## src/rtl/lag_pl_occupancy_tracker_pkg.sv

```systemverilog
// Shared types for the PL occupancy tracker: per-lane FSM states and the
// occupancy counter width helper.
package lag_pl_occupancy_tracker_pkg;

  typedef enum logic [1:0] {
    IDLE  = 2'd0,
    RECV  = 2'd1,
    DRAIN = 2'd2
  } pl_occ_state_t;

  function automatic int occ_w(input int depth);
    return $clog2(depth + 1);
  endfunction

endpackage

```

## src/rtl/lag_pl_occupancy_tracker_lane.sv

```systemverilog
// One PL lane: saturating occupancy counter, packet FSM and release pulse.
// Optional sticky protocol checking is built only when LAG_PL_ERR_CHECK_EN is defined.
module lag_pl_occ_lane
  import lag_pl_occupancy_tracker_pkg::*;
#(
  parameter int buf_depth = 4
) (
  input  logic clk,
  input  logic rst,
  input  logic in_valid,
  input  logic in_head,
  input  logic in_tail,
  input  logic out_valid,
  input  logic out_tail,
  output logic pl_empty,
  output logic pl_release,
  output logic pl_err
);

  localparam int CW = occ_w(buf_depth);
  localparam logic [CW-1:0] FULL = CW'(buf_depth);

  logic [CW-1:0] count;
  pl_occ_state_t state;
  logic          tail_dep;
  logic          head_arr;

  function automatic logic [CW-1:0] sat_step(input logic [CW-1:0] c,
                                             input logic up,
                                             input logic down);
    logic [CW-1:0] r;
    r = c;
    if (up && !down && c != FULL)
      r = c + CW'(1);
    else if (down && !up && c != '0)
      r = c - CW'(1);
    return r;
  endfunction

  assign tail_dep = out_valid & out_tail & (state != IDLE);
  assign head_arr = in_valid & in_head;
  assign pl_empty = (count == '0);

  // A tail departure closes the packet first, so a same-cycle head opens the next one.
  always_ff @(posedge clk) begin
    if (rst) begin
      count      <= '0;
      state      <= IDLE;
      pl_release <= 1'b0;
    end else begin
      count      <= sat_step(count, in_valid, out_valid);
      pl_release <= tail_dep;
      if (tail_dep || state == IDLE) begin
        if (head_arr)
          state <= in_tail ? DRAIN : RECV;
        else
          state <= IDLE;
      end else if (state == RECV && in_valid && in_tail) begin
        state <= DRAIN;
      end
    end
  end

`ifdef LAG_PL_ERR_CHECK_EN
  logic err_evt;

  assign err_evt = (in_valid && count == FULL)
                || (out_valid && count == '0)
                || (head_arr && state != IDLE && !tail_dep)
                || (in_valid && !in_head && state == IDLE)
                || (out_valid && out_tail && state == IDLE);

  always_ff @(posedge clk) begin
    if (rst)
      pl_err <= 1'b0;
    else if (err_evt)
      pl_err <= 1'b1;
  end
`else
  assign pl_err = 1'b0;
`endif

endmodule

```

## src/rtl/lag_pl_occupancy_tracker.sv

```systemverilog
// Tracks per-PL buffer occupancy and packet lifetime for one input port.
// Define LAG_PL_ERR_CHECK_EN to build the sticky per-PL protocol error flags.
module lag_pl_occupancy_tracker
  import lag_pl_occupancy_tracker_pkg::*;
#(
  parameter int num_pls   = 4,
  parameter int buf_depth = 4
) (
  input  logic               clk,
  input  logic               rst,
  input  logic [num_pls-1:0] flit_in_valid,
  input  logic [num_pls-1:0] flit_in_head,
  input  logic [num_pls-1:0] flit_in_tail,
  input  logic [num_pls-1:0] flit_out_valid,
  input  logic [num_pls-1:0] flit_out_tail,
  output logic [num_pls-1:0] pl_empty,
  output logic [num_pls-1:0] pl_release,
  output logic [num_pls-1:0] pl_err
);

  for (genvar i = 0; i < num_pls; i++) begin : g_lane
    lag_pl_occ_lane #(
      .buf_depth(buf_depth)
    ) u_lane (
      .clk       (clk),
      .rst       (rst),
      .in_valid  (flit_in_valid[i]),
      .in_head   (flit_in_head[i]),
      .in_tail   (flit_in_tail[i]),
      .out_valid (flit_out_valid[i]),
      .out_tail  (flit_out_tail[i]),
      .pl_empty  (pl_empty[i]),
      .pl_release(pl_release[i]),
      .pl_err    (pl_err[i])
    );
  end

endmodule

```

## config.mk

```make
export PLATFORM = sky130hd
export DESIGN_NAME = lag_pl_occupancy_tracker
export DESIGN_NICKNAME = d
export VERILOG_FILES = /design/src/rtl/lag_pl_occupancy_tracker_pkg.sv /design/src/rtl/lag_pl_occupancy_tracker_lane.sv /design/src/rtl/lag_pl_occupancy_tracker.sv
export SDC_FILE = /design/constraint.sdc
export NUM_CORES = 1
export LEC_CHECK = 0
export CAP_MARGIN = 5
export CELL_PAD_IN_SITES_DETAIL_PLACEMENT = 1
export CELL_PAD_IN_SITES_GLOBAL_PLACEMENT = 1
export CORE_ASPECT_RATIO = 1.1
export CORE_MARGIN = 8
export CORE_UTILIZATION = 39
export CTS_CLUSTER_DIAMETER = 40
export DETAILED_ROUTE_END_ITERATION = 7
export GPL_TIMING_DRIVEN = 1
export PLACE_DENSITY = 0.9
export SLEW_MARGIN = 10
export SYNTH_ARGS = -nofsm -noshare
export SYNTH_HDL_FRONTEND = slang
export SYNTH_HIERARCHICAL = 1
export SYNTH_SLANG_ARGS = --single-unit
```

## constraint.sdc

```tcl
create_clock -name clk -period 3.4 [get_ports clk]
set_input_delay 0.68 -clock clk [delete_from_list [all_inputs] [get_ports clk]]
set_output_delay 0.68 -clock clk [all_outputs]
set_load 0.03 [all_outputs]
```

==> metrics.txt <==
CTS H-tree depth 1; Crit. End Element register; number of global-route vias before repair 1423; slew margin rel. 0.4188; WL per Instance ~16 um; ratio of cells with drive above 1 in the final layout 0.02162; post-synthesis sequential area ratio 0.3392; YS warnings 6; worst path required time roughly 3600 ps; post-detail-place hpwl 2994 um; synthesis-to-layout area growth 23.06%; Final GP Congestion 0.6983; most frequent cells in the layout 29 x clkdlybuf4s50_1, 24 x dfxtp_1, 16 x nor3_1, 16 x nand2_1; PnR worst setup slack 733.8 ps; total negative slack 0 ps; CTS tree done; TritonRoute pass-1 iters 4; FP Rows 23; CP Launch Type input pin; Synth async-reset ratio 0; worst slack, placed 466.6 ps; clock buffer depth 2; Remaining DRCs 0; crit-path max cell delay approximately 560 ps; root buf cell clkbuf_8; number of port buffers 29; cells along the critical path clkdlybuf4s50_1 -> nand3b_1 -> fa_1 -> or3b_1 -> or3_1 -> a31oi_1; # setup viols final 0; final hold violations 0; most common cell after layout, fill and taps aside clkdlybuf4s50_1; mapped cell area 0.001416 mm^2; Final #Nets around 210; Final Max Tran Viols 0; IO Count 34; Total GRT Usage 0.1335; DR iter-0 viols between 70 and 80; vias ~1300; Final Skew 3.626 ps; Leak about 0.57 nW; CTS clk-pin slew, worst paths 80 ps; largest net degree at the start of global routing 29; WP data arrival 2830 ps; global-route wire length before repair around 6300 um; # Max-Cap Violations 0; critical path class in2reg; number of antenna violations at the first check in global routing 0; post-route ant nets 0; CP max-delay cell clkdlybuf4s50_1; Die Ht 79.21 um; RSZ-0062 raised after global routing no; vias per cell 5.426; width of the die ~73 um; cell area power density between 400 and 500 mW/mm^2; WL final 3738 um; Slew @ Worst Pin 869.0 ps; Worst Path Max Fanout 8; period utilization 0.7842; Antenna Cells 0; f_max 0.3751 GHz; Synth Flop Type dfxtp_1; Syn Nets 186; Syn Inst Count 160; setup bufs post-CTS 0; Hold Buf Count CTS 0; Finished Cell Area 0.001743 mm^2; Mean Syn Cell Area 8.852 um^2; Initial Utilization 0.3969; clock latency on the worst-skew pair 260 ps; CTS Buf Count 3; clk sinks 24; status complete, no violations; post-synthesis cell type count 22; EDFF count, synth 0; Core Box Area approximately 0.0036 mm^2; dpl cell area 0.001702 mm^2; VDD IR max around 0.22 mV; Gates resized, CTS repair 0; total die area between 0.005 and 0.006 mm^2; Yosys reg bits 24; gr ovfl total 0; minimum clock period 2666 ps; type of the most critical hold path reg2reg
## registers in the layout (all words and copies together) (netlist names)
signal,cells
g_lane.u_lane/count,12
g_lane.u_lane/pl_release,4
g_lane.u_lane/state,8
## cells by family (layout without fill, tap and decap cells)
group	Yosys count	after routing	share of synthesized area
AOI/OAI and AO/OA	32	32	0.1519
muxes	4	4	0.02827
adders and majority gates	4	4	0.05654
DFF	24	24	0.3392
buffers and inverters	8	33	0.05300
other	4	4	0.01060
and+or+nand+nor	76	76	0.3110
xor gates and xnor gates	8	8	0.04947
## through the flow
step	utilization	instances	hold WS (ps)	total power, mW
detailed placement	0.4769	232	511.9	0.6182
finish	0.4884	235	528.7	0.7783
global route	0.4884	235	552.9	0.8311
CTS	0.4884	235	529.8	0.7895
global placement	0.4769	232	491.7	0.5915
floorplan	-	160	478.4	0.5176
## worst paths after layout
| check | start | end | slack, ps | cells after the start |
|---|---|---|---|---|
| min reg2reg | g_lane[1].u_lane/state[0] | g_lane[1].u_lane/pl_release | 530 | 2 |
| min | g_lane[1].u_lane/state[0] | g_lane[1].u_lane/pl_release | 530 | 2 |
| max reg2reg | g_lane[0].u_lane/count[0] | g_lane[0].u_lane/count[2] | 1240 | 7 |
| max | flit_out_valid[0] | g_lane[0].u_lane/count[2] | 730 | 6 |
## layout make-up
| class | count | area, um^2 |
|---|---|---|
| Clock buffer | 3 | 41.29 |
| Tap cell | 50 | 62.56 |
| Fill cell | 463 | 1826 |
| Multi-Input combinational cell | 128 | 860.8 |
| Timing Repair Buffer | 30 | 297.8 |
| Sequential cell | 24 | 480.5 |
## power breakdown
part	internal, mW	leakage (nW)	switching, mW	total, mW
Sequential	0.308	0.196	0.0413	0.349
Combinational	0.122	0.353	0.140	0.262
Clock	0.0792	0.0216	0.0885	0.168
## critical path, delay by kind of cell
| kind | cells | cell delay [ps] |
|---|---|---|
| buf+inv | 1 | 560 |
| fa+ha+maj | 1 | 420 |
| simple gates | 3 | 970 |
| compound gates | 1 | 200 |
## cells in the mapped netlist, types with 8 or more instances
library cell  instances  area, um^2
nand2_1              16       60.06
a21oi_1               8       40.04
nor3_1               16       80.08
xnor2_1               8       70.07
nor2_1               12       45.04
dfxtp_1              24       480.5
or3_1                 8       50.05
nand3b_1             12       90.09
## routing by layer
metal,GRT usage,wire [um],vias to the layer above
met2,0.2733,2192,16
met1,0.1289,1433,620
li1,-,-,635
met3,0.02267,80,4
met5,0,0,-
met4,0.03600,31,0
Power figures use the tool's default switching activity.
